--- src/rtl/loteria_jogo_param_pkg.sv ---
// Shared types and helpers for the parametrised lottery engine.
package loteria_pkg;

  typedef enum logic [1:0] {IDLE, PLAY, DONE} state_e;

  typedef logic [3:0] bcd_digit_t;

  localparam bcd_digit_t BCD_MAX_DIGIT = 4'd9;

  // Packs a decimal value into up to eight BCD digits, digit 0 in bits [3:0].
  function automatic logic [31:0] dec_to_bcd(input int unsigned v);
    logic [31:0] r;
    int unsigned x;
    r = '0;
    x = v;
    for (int i = 0; i < 8; i++) begin
      r[4*i +: 4] = 4'(x % 10);
      x = x / 10;
    end
    return r;
  endfunction

endpackage

--- src/rtl/loteria_jogo_param_if.sv ---
// Bet/score bus between the key/switch front end (master) and the game engine (slave).
interface loteria_jogo_param_if #(
  parameter int DIGITS       = 4,
  parameter int MAX_BETS     = 8,
  parameter int PRIZE_DIGITS = 3,
  parameter int TOTAL_DIGITS = 4
);
  localparam int BW = $clog2(MAX_BETS + 1);

  logic [4*DIGITS-1:0]       num;
  logic [4*DIGITS-1:0]       secret;
  logic                      insert;
  logic                      finish;
  logic                      win;
  logic [4*PRIZE_DIGITS-1:0] prize;
  logic [4*TOTAL_DIGITS-1:0] total;
  logic [BW-1:0]             bets;
  logic                      full;
  logic                      done;
  logic                      err;

  modport master (
    output num, secret, insert, finish,
    input  win, prize, total, bets, full, done, err
  );

  modport slave (
    input  num, secret, insert, finish,
    output win, prize, total, bets, full, done, err
  );
endinterface

--- src/rtl/loteria_bcd_add.sv ---
// Saturating multi-digit BCD adder: sum clamps to all-9s instead of wrapping.
module loteria_bcd_add
  import loteria_pkg::*;
#(
  parameter int N = 4
) (
  input  logic [4*N-1:0] a_i,
  input  logic [4*N-1:0] b_i,
  output logic [4*N-1:0] sum_o
);

  always_comb begin
    logic           carry;
    logic [4:0]     s;
    logic [4*N-1:0] raw;
    // NOTE: every variable gets a value before any branch so no latch is inferred.
    carry = 1'b0;
    raw   = '0;
    s     = '0;
    for (int i = 0; i < N; i++) begin
      s = {1'b0, a_i[4*i +: 4]} + {1'b0, b_i[4*i +: 4]} + {4'b0, carry};
      if (s > {1'b0, BCD_MAX_DIGIT}) begin
        s     = s + 5'd6;
        carry = 1'b1;
      end else begin
        carry = 1'b0;
      end
      raw[4*i +: 4] = s[3:0];
    end
    sum_o = carry ? {N{BCD_MAX_DIGIT}} : raw;
  end

endmodule

--- src/rtl/loteria_jogo_param.sv ---
// Parametrised lottery engine: edge-detected bet/finish keys, 1-cycle scoring pipeline, BCD totals.
// Optional build macro LOTERIA_BCD_CHECK_EN rejects bets containing a non-BCD nibble.
module loteria_jogo_param
  import loteria_pkg::*;
#(
  parameter int DIGITS       = 4,
  parameter int MAX_BETS     = 8,
  parameter int BONUS        = 50,
  parameter int PRIZE_DIGITS = 3,
  parameter int TOTAL_DIGITS = 4
) (
  input  logic                 clk,
  input  logic                 reset,
  loteria_jogo_param_if.slave  bus
);

  localparam int BW = $clog2(MAX_BETS + 1);
  localparam int MW = $clog2(DIGITS + 1);
  localparam int TW = 4 * TOTAL_DIGITS;
  localparam logic [31:0]               BONUS_BCD32 = dec_to_bcd(BONUS);
  localparam logic [4*PRIZE_DIGITS-1:0] BONUS_BCD   = BONUS_BCD32[4*PRIZE_DIGITS-1:0];

  state_e                    state_q, state_d;
  logic                      insert_q, finish_q;
  logic [BW-1:0]             bets_q;
  logic                      s1_valid_q, s1_full_q;
  logic [MW-1:0]             s1_m_q;
  logic [4*PRIZE_DIGITS-1:0] prize_q;
  logic [TW-1:0]             total_q;
  logic                      win_q, err_q;

  logic          ins_e, fin_e, full, digits_ok, accept, reject;
  logic [MW-1:0] match_cnt;

  assign ins_e  = bus.insert & ~insert_q;
  assign fin_e  = bus.finish & ~finish_q;
  assign full   = (bets_q == BW'(MAX_BETS));
  assign accept = ins_e && (state_q != DONE) && !full && digits_ok;
  assign reject = ins_e && (state_q != DONE) && (full || !digits_ok);

`ifdef LOTERIA_BCD_CHECK_EN
  always_comb begin
    digits_ok = 1'b1;
    for (int i = 0; i < DIGITS; i++)
      if (bus.num[4*i +: 4] > BCD_MAX_DIGIT) digits_ok = 1'b0;
  end
`else
  assign digits_ok = 1'b1;
`endif

  always_comb begin
    match_cnt = '0;
    for (int i = 0; i < DIGITS; i++)
      if (bus.num[4*i +: 4] == bus.secret[4*i +: 4]) match_cnt = match_cnt + MW'(1);
  end

  // A bet and a finish on the same edge still count the bet; the game closes on that edge.
  always_comb begin
    state_d = state_q;
    case (state_q)
      IDLE:    if (fin_e) state_d = DONE; else if (accept) state_d = PLAY;
      PLAY:    if (fin_e) state_d = DONE;
      DONE:    state_d = DONE;
      default: state_d = IDLE;
    endcase
  end

  logic [31:0]               m_bcd32;
  logic [4*PRIZE_DIGITS-1:0] value;
  logic [TW-1:0]             total_sum;

  assign m_bcd32 = dec_to_bcd(32'(s1_m_q));
  assign value   = s1_full_q ? BONUS_BCD : m_bcd32[4*PRIZE_DIGITS-1:0];

  loteria_bcd_add #(.N(TOTAL_DIGITS)) u_total_add (
    .a_i   (total_q),
    .b_i   (TW'(value)),
    .sum_o (total_sum)
  );

  always_ff @(posedge clk or posedge reset) begin
    if (reset) begin
      state_q    <= IDLE;
      insert_q   <= 1'b0;
      finish_q   <= 1'b0;
      bets_q     <= '0;
      s1_valid_q <= 1'b0;
      s1_full_q  <= 1'b0;
      s1_m_q     <= '0;
      prize_q    <= '0;
      total_q    <= '0;
      win_q      <= 1'b0;
      err_q      <= 1'b0;
    end else begin
      // NOTE: non-blocking throughout so every register samples pre-edge values.
      state_q    <= state_d;
      insert_q   <= bus.insert;
      finish_q   <= bus.finish;
      err_q      <= reject;
      s1_valid_q <= accept;
      if (accept) begin
        bets_q    <= bets_q + BW'(1);
        s1_m_q    <= match_cnt;
        s1_full_q <= (match_cnt == MW'(DIGITS));
      end
      if (s1_valid_q) begin
        prize_q <= value;
        total_q <= total_sum;
        win_q   <= win_q | s1_full_q;
      end
    end
  end

  assign bus.win   = win_q;
  assign bus.prize = prize_q;
  assign bus.total = total_q;
  assign bus.bets  = bets_q;
  assign bus.full  = full;
  assign bus.done  = (state_q == DONE);
  assign bus.err   = err_q;

endmodule

--- src/flat_wrapper.sv ---
// flat-port wrapper written by rule: the top's interface ports become plain ports
module loteria_jogo_param_flat import loteria_pkg::*;
#(
  parameter int DIGITS       = 4,
  parameter int MAX_BETS     = 8,
  parameter int BONUS        = 50,
  parameter int PRIZE_DIGITS = 3,
  parameter int TOTAL_DIGITS = 4
)
  (clk, reset, bus_num, bus_secret, bus_insert, bus_finish, bus_win, bus_prize, bus_total, bus_bets, bus_full, bus_done, bus_err);
  loteria_jogo_param_if #(.DIGITS(DIGITS), .MAX_BETS(MAX_BETS), .PRIZE_DIGITS(PRIZE_DIGITS), .TOTAL_DIGITS(TOTAL_DIGITS)) bus_i ();
  input  logic clk;
  input  logic reset;
  input wire logic [$bits(bus_i.num)-1:0] bus_num;
  input wire logic [$bits(bus_i.secret)-1:0] bus_secret;
  input wire logic [$bits(bus_i.insert)-1:0] bus_insert;
  input wire logic [$bits(bus_i.finish)-1:0] bus_finish;
  output wire logic [$bits(bus_i.win)-1:0] bus_win;
  output wire logic [$bits(bus_i.prize)-1:0] bus_prize;
  output wire logic [$bits(bus_i.total)-1:0] bus_total;
  output wire logic [$bits(bus_i.bets)-1:0] bus_bets;
  output wire logic [$bits(bus_i.full)-1:0] bus_full;
  output wire logic [$bits(bus_i.done)-1:0] bus_done;
  output wire logic [$bits(bus_i.err)-1:0] bus_err;
  assign bus_i.num = bus_num;
  assign bus_i.secret = bus_secret;
  assign bus_i.insert = bus_insert;
  assign bus_i.finish = bus_finish;
  assign bus_win = bus_i.win;
  assign bus_prize = bus_i.prize;
  assign bus_total = bus_i.total;
  assign bus_bets = bus_i.bets;
  assign bus_full = bus_i.full;
  assign bus_done = bus_i.done;
  assign bus_err = bus_i.err;
  loteria_jogo_param #(.DIGITS(DIGITS), .MAX_BETS(MAX_BETS), .BONUS(BONUS), .PRIZE_DIGITS(PRIZE_DIGITS), .TOTAL_DIGITS(TOTAL_DIGITS)) u_core (.clk(clk), .reset(reset), .bus(bus_i));
endmodule
--- config.mk ---
export PLATFORM = sky130hd
export DESIGN_NAME = loteria_jogo_param_flat
export DESIGN_NICKNAME = d
export VERILOG_FILES = /design/src/rtl/loteria_jogo_param_pkg.sv /design/src/rtl/loteria_jogo_param_if.sv /design/src/rtl/loteria_bcd_add.sv /design/src/rtl/loteria_jogo_param.sv /design/src/flat_wrapper.sv
export SDC_FILE = /design/constraint.sdc
export NUM_CORES = 1
export LEC_CHECK = 0
export CAP_MARGIN = 15
export CORE_ASPECT_RATIO = 0.8
export CORE_MARGIN = 8
export CORE_UTILIZATION = 49
export CTS_BUF_LIST = sky130_fd_sc_hd__clkbuf_2
export DETAILED_ROUTE_END_ITERATION = 7
export PLACE_DENSITY_LB_ADDON = 0.3
export SLEW_MARGIN = 20
export SYNTH_ARGS = -nofsm -noshare
export SYNTH_HDL_FRONTEND = slang
export SYNTH_SLANG_ARGS = --single-unit
--- constraint.sdc ---
create_clock -name clk -period 7 [get_ports clk]
set_input_delay 1.05 -clock clk [delete_from_list [all_inputs] [get_ports clk]]
set_output_delay 1.05 -clock clk [all_outputs]
set_load 0.01 [all_outputs]
==> results.toml, run 1 <==
[run_status]
status = "finished, final reports clean"

[cells_and_area]
antenna_cells = 0
drive_gt1_share_pct = 8.07
syn2layout_area_growth_pct = 30.5
fillers = 441
nets = 380

[global_route]
grt_start_max_net_pins = 36
grt_use_total_pct = 14.9
grt_pass1_vias = 2068
grt_antenna_before_repair = 0
grt_pass1_wl_um = 9180
gr-total-overflow = 0

[routing]
finalWirelength_um = 5370
avgRoutedWirePerCell_um = 14.0
num_vias = 1994
drcViolationCount = 0
dr.pass1.iters = 4
vias_per_cell = 5.19
antenna_left = 0
dr.first_iter.drc_count = 74

[die]
initial_utilization_pct = 49.7
fp.dieArea_sq_um = 7490
ioPinCount = 72
die_y_um = 79.0
die_w_um = 94.8
row_count = 23
coreArea_sq_um = 4890

[timing]
fin_crit_ps = 6510
setup_slack_ps = 494
slew_headroom_pct = 48.5
maxSlewViolCount = 0
max_freq_mhz = 154
period_share_pct = 92.9
setup_violations = 0
hold_viol = 0
finalClockSkew_ps = 13.4
tightestPinTransition_ps = 772

[power]
leakage_nw = 1.41
power_mw = 1.27
ir_worst_vdd_mv = 0.188
powerDensity_nw_per_um2 = 400

[synth]
synth_top_area_share_pct = 36.0
ys_seq_area_share_pct = 36.0
synth_cell_type_count = 43
synth_top_area_cell = "dfrtp_1"
syn_avg_cell_area_sq_um = 9.58
yosysWarnings = 0
syn-cell-area_sq_um = 2430
synthCells = 254
synth_area_leaders = "dfrtp_1 (36%), ha_1 (11%), xnor2_1 (6.1%), inv_1 (4.6%), mux2_2 (4.2%)"
synth_seq_cells = 35

[placed_design]
place_hpwl_um = 4300
port-buffer-count = 64
dp_slack_ps = 246
place_congestion = 0.888

[clocking]
clock-sinks = 35
numCtsBuffers = 5
clk_latency_ps = 380
ctsRootBufferMaster = "clkbuf_2"
ctsResizeCount = 0
clock_path_buffers = 2
tritoncts = "done"
h-tree-depth = 2
post-cts-setup-buffer-count = 0
path_clk_slew_ps = 180
cts_hold_buf = 0

[flow_run]
maxCapViolations = 0

[worst_setup_path]
cp_max_fo = 14
r2r_cells = 26
required_ps = 7280
cp-start-kind = "flip-flop"
r2r_start = "u_core.s1_full_q"
cp.arrival_ps = 6780
startpoint = "u_core.s1_full_q"
crit_type = "reg2reg"
cp-end-kind = "flip-flop"

[hold_path]
hold_start = "u_core.bus.win"
holdPathStages = 1
hold_path.class = "reg2reg"
## cells in the final DEF (no fill, tap or decap), types with 2 or more instances in the layout
| cell | netlist | final |
|---|---|---|
| fa_1 | 2 | 2 |
| a22oi_1 | 2 | 2 |
| nand3b_1 | 5 | 5 |
| conb_1 | 1 | 7 |
| clkbuf_2 | 0 | 6 |
| nor2_1 | 8 | 7 |
| clkdlybuf4s50_1 | 0 | 64 |
| or2_2 | 2 | 2 |
| xor2_1 | 9 | 9 |
| nand2_1 | 16 | 16 |
| nand4_1 | 3 | 3 |
| a31oi_1 | 2 | 2 |
| mux2i_1 | 4 | 3 |
| o22ai_1 | 7 | 7 |
| nor3_1 | 4 | 4 |
| o22a_1 | 4 | 4 |
| o31ai_1 | 2 | 2 |
| ha_1 | 21 | 21 |
| a21o_1 | 2 | 2 |
| or3_1 | 2 | 2 |
| inv_1 | 30 | 30 |
| xnor2_1 | 17 | 17 |
| nor2b_1 | 10 | 10 |
| a21oi_1 | 9 | 9 |
| o21ai_0 | 9 | 9 |
| mux2_2 | 9 | 9 |
| dfrtp_1 | 35 | 35 |
| o21a_1 | 3 | 3 |
| nand2b_1 | 5 | 5 |
| nand3_1 | 6 | 6 |
## worst max-delay path, cell delays in order, from the launching register on
cell and delay (ps):
dfrtp_1 480, nor2b_1 180, ha_1 210, inv_1 70, fa_1 510, inv_1 160, o32ai_1 120, a211oi_2 360
inv_1 100, fa_1 380, inv_1 60, ha_1 170, xor2_1 230, nor2_1 90, o31ai_1 310, ha_1 280
ha_1 310, or2_2 310, a21oi_1 140, nor3_1 100, ha_1 210, ha_1 220, or2_2 300, a21oi_1 320
nor2_2 210, a2111oi_1 400, a21oi_1 150
## Yosys cell counts
| library cell | count |
|---|---|
| nor3_1 | 4 |
| a22oi_1 | 2 |
| ha_1 | 21 |
| xor2_1 | 9 |
| a211o_1 | 1 |
| o22a_1 | 4 |
| o22ai_1 | 7 |
| o31ai_1 | 2 |
| nand2b_1 | 5 |
| a21oi_1 | 9 |
| nand2_1 | 16 |
| or2_2 | 2 |
| nor4_4 | 1 |
| mux2_2 | 9 |
| xnor2_1 | 17 |
| or3b_2 | 1 |
| o32ai_1 | 1 |
| nor2b_1 | 10 |
| and3b_1 | 1 |
| inv_1 | 30 |
| nor4_2 | 1 |
| clkbuf_1 | 3 |
| nand3b_1 | 5 |
| fa_1 | 2 |
| mux2i_1 | 4 |
| nor2_1 | 8 |
| o311ai_1 | 1 |
| a31oi_1 | 2 |
| buf_4 | 8 |
| or2_1 | 1 |
| nand4b_1 | 1 |
| nand3_1 | 6 |
| dfrtp_1 | 35 |
| nand4_1 | 3 |
| a2111oi_0 | 1 |
| o21ai_0 | 9 |
| or3_1 | 2 |
| o21a_1 | 3 |
| a211oi_1 | 2 |
| a21o_1 | 2 |
| a22o_1 | 1 |
| nor3b_1 | 1 |
| conb_1 | 1 |
## state kept, by name, indices dropped and copies added (netlist names), 2 cells and up
signal	cells
u_core.s1_m_q	3
u_core.bus.total	16
u_core.bus.prize	4
u_core.state_q	2
u_core.bus.bets	4
## logic make-up after synthesis
logic type      after synthesis  synth area share, %
xor+xnor                     26                 9.36
buf+inv                      41                 7.56
flops                        35                 36.0
simple gates                 68                 16.0
fa+ha+maj                    23                 12.4
compound gates               47                 12.7
mux                          13                 5.81
other cells                   1                0.154
## final cells by class
| type | instances | area (sq um) | share of cell area (%) |
|---|---|---|---|
| multi-input combinational | 184 | 1420 | 44.6 |
| sequential | 35 | 876 | 27.6 |
| timing repair buffer | 65 | 648 | 20.4 |
| inverter | 30 | 113 | 3.55 |
| tap | 62 | 77.6 | 2.44 |
| clock buffer | 6 | 30.0 | 0.946 |
| clock inverter | 2 | 12.5 | 0.394 |
## per-stage QoR
step           cells  hold WS (ps)  TNS [ps]  instance area (sq um)  utilization (%)
2_1_floorplan    260           442         0                   2450                -
3_3_place_gp     376           461         0                   3110             63.6
3_5_place_dp     376           472         0                   3110             63.6
4_1_cts          384           509         0                   3150             64.4
5_1_grt          384           543     -36.8                   3170             64.9
6_report         384           502         0                   3170             64.9
## final timing paths
path	to	slack [ps]
min in group asynchronous	u_core.insert_q	1030
setup reg to reg	u_core.bus.total[3]	490
hold / removal	u_core.bus.win	500
setup / recovery	u_core.bus.total[3]	490
hold reg to reg	u_core.bus.win	500
max in group asynchronous	u_core.bus.total[9]	5650
## layer usage
| layer | part of all wire [%] | global-route usage [%] |
|---|---|---|
| met1 | 43 | 18.7 |
| met3 | 7.8 | 5.08 |
| met4 | 1.2 | 4.20 |
| met2 | 48 | 23.9 |
| met5 | 0 | 0 |
## power by group
part / switching (mW) / leakage (nW) / internal, mW / total [mW]
registers: 0.0879 / 0.429 / 0.273 / 0.361
logic: 0.393 / 0.947 / 0.422 / 0.815
clock network: 0.0675 / 0.0290 / 0.0255 / 0.0929
Power figures use the tool's default switching activity.
==> run 2: changes to the inputs <==
--- a/config.mk
+++ b/config.mk
@@ -8,7 +8,7 @@
 export CAP_MARGIN = 15
 export CORE_ASPECT_RATIO = 0.8
 export CORE_MARGIN = 8
-export CORE_UTILIZATION = 49
+export CORE_UTILIZATION = 53
 export CTS_BUF_LIST = sky130_fd_sc_hd__clkbuf_2
 export DETAILED_ROUTE_END_ITERATION = 7
 export PLACE_DENSITY_LB_ADDON = 0.3
==> constraint.sdc (replaced) <==
create_clock -name clk -period 7.9 [get_ports clk]
set_input_delay 1.185 -clock clk [delete_from_list [all_inputs] [get_ports clk]]
set_output_delay 1.185 -clock clk [all_outputs]
set_load 0.01 [all_outputs]
==> run 2 against run 1 <==
  * Die area is 6.2% lower
  * Combinational power is 12% lower
  * Fmax is 2.8% lower
  * Sequential share of layout area is 0.19 points higher
  * Non-clock buffer count stayed put
  * First-iteration DRC count is 15% higher
  * Critical path depth stayed put
  * Clock skew is 5.7 ps higher
  * Sequential power is 12% lower
  * Largest cell class unchanged
  * Largest power group unchanged
  * Highest routed layer unchanged
==> results.toml, run 2 (synthesis results as in run 1) <==
[die]
initial_utilization_pct = 53.9
die_w_um = 91.7
fp.dieArea_sq_um = 7030
ioPinCount = 72
die_y_um = 76.6
row_count = 22
coreArea_sq_um = 4510

[timing]
hold_slack_ps = 498
hold_viol = 0
fin_crit_ps = 6690
slew_headroom_pct = 38.6
maxSlewViolCount = 0
setup_slack_ps = 1210
setup_violations = 0
rsz0062_at_grt = "no"
max_freq_mhz = 149
final.setup.tns_ps = 0
period_share_pct = 84.7
finalClockSkew_ps = 19.1
tightestPinTransition_ps = 917

[clocking]
post-cts-setup-buffer-count = 0
ctsResizeCount = 0
clk_latency_ps = 370
tritoncts = "done"
clock_path_buffers = 2
h-tree-depth = 2
clock-sinks = 35
cts_hold_buf = 0
numCtsBuffers = 5
path_clk_slew_ps = 170
ctsRootBufferMaster = "clkbuf_2"

[cells_and_area]
nets = 380
syn2layout_area_growth_pct = 29.6
final_common_cell = "clkdlybuf4s50_1"
multiInputGateArea_sq_um = 1400
final_cell_area_sq_um = 3150
antenna_cells = 0
utilization_pct = 69.8
drive_gt1_share_pct = 7.14
ff_latch_area_sq_um = 876
fillers = 370
largest_reg_flops = 16
layout_common_cells = "clkdlybuf4s50_1 (64), dfrtp_1 (35), inv_1 (30)"

[placed_design]
place_hpwl_um = 4210
port-buffer-count = 64
placed_area_sq_um = 3110
place_congestion = 0.873
dp_slack_ps = 1280

[worst_setup_path]
cp-start-kind = "flip-flop"
cp_max_fo = 14
startpoint = "u_core.s1_full_q"
cp-end-kind = "flip-flop"
cp.arrival_ps = 6950
r2r_start = "u_core.s1_full_q"
crit_type = "reg2reg"
reg2reg_slack_ps = 1210
required_ps = 8160

[global_route]
grt_pass1_vias = 2092
met3_usage_pct = 5.61
grt_start_max_net_pins = 36
grt_use_total_pct = 15.6
grt_antenna_before_repair = 0
grt_use_met1_pct = 18.0
grt_util_met2_pct = 26.4
gr-total-overflow = 0
busiest_layer = "met2"
grt_pass1_wl_um = 9210

[power]
p_seq_share_pct = 28.5
netSwitchingPower_mw = 0.478
switching_share_pct = 42.9
powerDensity_nw_per_um2 = 354
leakage_nw = 1.40
clkPwrFrac_pct = 7.4
intPower_mw = 0.637
p_comb_share_pct = 64.1
ir_worst_vdd_mv = 0.169

[flow_run]
maxCapViolations = 0

[routing]
vias_per_cell = 5.24
avgRoutedWirePerCell_um = 13.6
drcViolationCount = 0
dr.first_iter.drc_count = 85
dr.pass1.iters = 6
antenna_left = 0
finalWirelength_um = 5200
num_vias = 2001

[hold_path]
hold_start = "u_core.s1_m_q[2]"
hold_path.class = "reg2reg"

[run_status]
status = "finished, final reports clean"
==> run 2: layer usage <==
layer  wire, um  vias to the layer above
li1           -                      989
met1       2240                      940
met2       2500                       65
met3        392                        7
met4         71                        0
met5          0                        -
==> run 2: power by group through the flow <==
| stage | registers [mW] | logic [mW] | clock network [mW] |
|---|---|---|---|
| 6_report | 0.318 | 0.715 | 0.0823 |
| 5_1_grt | 0.329 | 0.807 | 0.0956 |
| 4_1_cts | 0.317 | 0.721 | 0.0858 |
| 3_5_place_dp | 0.320 | 0.717 | 0 |
| 3_3_place_gp | 0.319 | 0.694 | 0 |
| 2_1_floorplan | 0.326 | 0.471 | 0 |
==> run 2: worst paths after layout <==
path                            cells past startpoint                    to
worst max-delay path                               26   u_core.bus.total[3]
worst min-delay path                                2      u_core.s1_m_q[2]
worst min register to register                      2      u_core.s1_m_q[2]
min in group asynchronous                           3   u_core.bus.prize[1]
worst max register to register                     26   u_core.bus.total[3]
max in group asynchronous                           3  u_core.bus.total[10]
==> run 2: critical path: stages (launching register included) <==
cell and delay, ps:
dfrtp_1 480, nor2b_1 170, ha_1 200, inv_1 60
fa_1 510, inv_1 160, o32ai_1 100, a211oi_1 460
inv_1 110, fa_1 390, inv_1 70, ha_1 180
xor2_1 250, nor2_1 90, o31ai_1 300, ha_1 280
ha_1 310, or2_2 310, a21oi_1 140, nor3_1 110
ha_1 220, ha_1 230, nand3b_1 160, mux2i_1 440
nor2_1 360, a2111oi_0 410, a21oi_1 120
==> run 2: through the flow <==
stage	instances	power, mW
after floorplan	260	0.797
after global placement	374	1.01
after detailed placement	374	1.04
after CTS	382	1.12
after global routing	382	1.23
final	382	1.12
==> run 2: layout make-up <==
| cell class | instances | area share (%) |
|---|---|---|
| clock buffers | 5 | 0.794 |
| clock inverters | 3 | 0.635 |
| repair buffers | 65 | 20.6 |
| flip-flops and latches | 35 | 27.8 |
| inverters | 30 | 3.57 |
| well taps | 60 | 2.38 |
| multi-input cells | 184 | 44.3 |
==> run 3: changes to the inputs <==
--- a/config.mk
+++ b/config.mk
@@ -8,7 +8,7 @@
 export CAP_MARGIN = 15
 export CORE_ASPECT_RATIO = 0.8
 export CORE_MARGIN = 8
-export CORE_UTILIZATION = 53
+export CORE_UTILIZATION = 49
 export CTS_BUF_LIST = sky130_fd_sc_hd__clkbuf_2
 export DETAILED_ROUTE_END_ITERATION = 7
 export PLACE_DENSITY_LB_ADDON = 0.3
==> constraint.sdc (replaced) <==
create_clock -name clk -period 6.57 [get_ports clk]
set_input_delay 0.9855 -clock clk [delete_from_list [all_inputs] [get_ports clk]]
set_output_delay 0.9855 -clock clk [all_outputs]
set_load 0.01 [all_outputs]
==> run 3 against run 2 <==
  * Flip-flop and latch count is the same
  * Non-clock buffer count rose by 1
  * Largest cell class unchanged
  * Die area increased by 6.6%
  * Register-to-register slack worse by 840 ps
  * First-iteration DRC count rose by 1.2%
==> results.toml, run 3 (synthesis results as in run 1) <==
[placed_design]
dp_slack_ps = -4.04
place_congestion = 0.897
port-buffer-count = 64
place_hpwl_um = 4270

[hold_path]
hold_start = "u_core.bus.win"
holdPathStages = 1
hold_path.class = "reg2reg"
worst_hold_path.endpoint = "u_core.bus.win"

[timing]
fin_crit_ps = 6210
finalClockSkew_ps = 26.0
rsz0062_at_grt = "no"
setup_violations = 0
period_share_pct = 94.4
max_freq_mhz = 161
tightestPinTransition_ps = 749
setup_slack_ps = 365
hold_viol = 0
maxSlewViolCount = 0
slew_headroom_pct = 50.1

[routing]
finalWirelength_um = 5330
vias_per_cell = 5.19
drcViolationCount = 0
avgRoutedWirePerCell_um = 13.8
dr.pass1.iters = 4
num_vias = 1998
dr.first_iter.drc_count = 86
antenna_left = 0

[worst_setup_path]
cp-end-kind = "flip-flop"
r2r_cells = 26
cp_max_fo = 14
required_ps = 6860
crit_type = "reg2reg"
r2r_start = "u_core.s1_full_q"
reg2reg_to = "u_core.bus.total[3]"
reg2reg_slack_ps = 360
cp.arrival_ps = 6500
cp-start-kind = "flip-flop"

[clocking]
path_clk_slew_ps = 190
h-tree-depth = 2
numCtsBuffers = 5
clk_latency_ps = 390
clock-sinks = 35
ctsRootBufferMaster = "clkbuf_2"
cts_hold_buf = 0
post-cts-setup-buffer-count = 0
ctsResizeCount = 1
clock_path_buffers = 2
tritoncts = "done"

[global_route]
grt_start_max_net_pins = 36
gr-total-overflow = 0
grt_antenna_before_repair = 0
grt_use_total_pct = 14.7
grt_pass1_wl_um = 8970
grt_pass1_vias = 1999

[cells_and_area]
layout_common_cells = "clkdlybuf4s50_1 (64), dfrtp_1 (35), inv_1 (30)"
drive_gt1_share_pct = 8.98
final_common_cell = "clkdlybuf4s50_1"
antenna_cells = 0
nets = 381
largest_reg_flops = 16
syn2layout_area_growth_pct = 32.8
fillers = 424

[die]
ioPinCount = 72
initial_utilization_pct = 49.7
coreArea_sq_um = 4890
row_count = 23
die_w_um = 94.8
fp.dieArea_sq_um = 7490
die_y_um = 79.0

[power]
ir_worst_vdd_mv = 0.228
leakage_nw = 1.44
powerDensity_nw_per_um2 = 443
power_mw = 1.43

[run_status]
status = "finished, final reports clean"

[flow_run]
maxCapViolations = 0
[run 3: changes by cell type in the layout (fill, tap and decap cells not counted), sizes merged]
| cell | change |
|---|---|
| clkinv | -1 |
| clkbuf | +1 |
| clkinvlp | -2 |
| bufinv | +2 |
| buf | +1 |
[run 3: worst max path at each step]
stage | startpoint | endpoint | slack (ps) | cells after the start
floorplan | u_core.s1_full_q | u_core.bus.total[11] | 790 | 27
global placement | u_core.s1_full_q | u_core.bus.total[5] | 380 | 26
detailed placement | u_core.s1_full_q | u_core.bus.total[5] | -4 | 26
CTS | u_core.s1_full_q | u_core.bus.total[3] | 140 | 26
global route | u_core.s1_full_q | u_core.bus.total[3] | 7 | 26
finish | u_core.s1_full_q | u_core.bus.total[3] | 360 | 26
[run 3: critical path: stages (launching register included)]
cell	delay [ps]
dfrtp_1	470
nor2b_1	170
ha_1	220
inv_1	70
fa_1	510
inv_1	170
o32ai_1	120
a211oi_2	340
inv_1	90
fa_1	380
inv_1	60
ha_1	180
xor2_1	250
nor2_1	110
o31ai_2	270
ha_2	270
ha_1	300
or2_2	310
a21oi_1	150
nor3_1	100
ha_1	210
ha_1	220
or2_2	320
a21oi_2	230
nor2_4	120
a2111oi_0	340
a21oi_1	130
[run 3: power breakdown]
| group | internal (mW) | switching [mW] |
|---|---|---|
| sequential | 0.291 | 0.0903 |
| clock | 0.104 | 0.0727 |
| combinational | 0.456 | 0.418 |
[run 3: layout make-up]
class                   instances  area (sq um)  share of cell area (%)
flip-flops and latches         35           876                    27.1
repair buffers                 66           656                    20.3
clock inverters                 2          60.1                    1.86
well taps                      62          77.6                    2.40
inverters                      30           113                    3.49
clock buffers                   6          30.0                   0.930
multi-input cells             184          1420                    43.9
[run 3: per-layer routing]
layer | track usage, % | share of wire, % | up-vias
met5 | 0 | 0 | -
met4 | 3.89 | 1.2 | 0
met3 | 5.46 | 8.2 | 6
met2 | 22.5 | 46 | 64
met1 | 18.9 | 44 | 934
li1 | - | - | 994
[run 3: stage by stage]
stage                     TNS [ps]  hold slack [ps]  util (%)  instances  cell area (sq um)
after floorplan                  0              442         -        260               2450
after global placement           0              461      63.7        377               3120
after detailed placement     -4.04              471      63.7        377               3120
after CTS                        0              507      65.6        385               3210
after global routing             0              536      66.0        385               3230
final                            0              494      66.0        385               3230
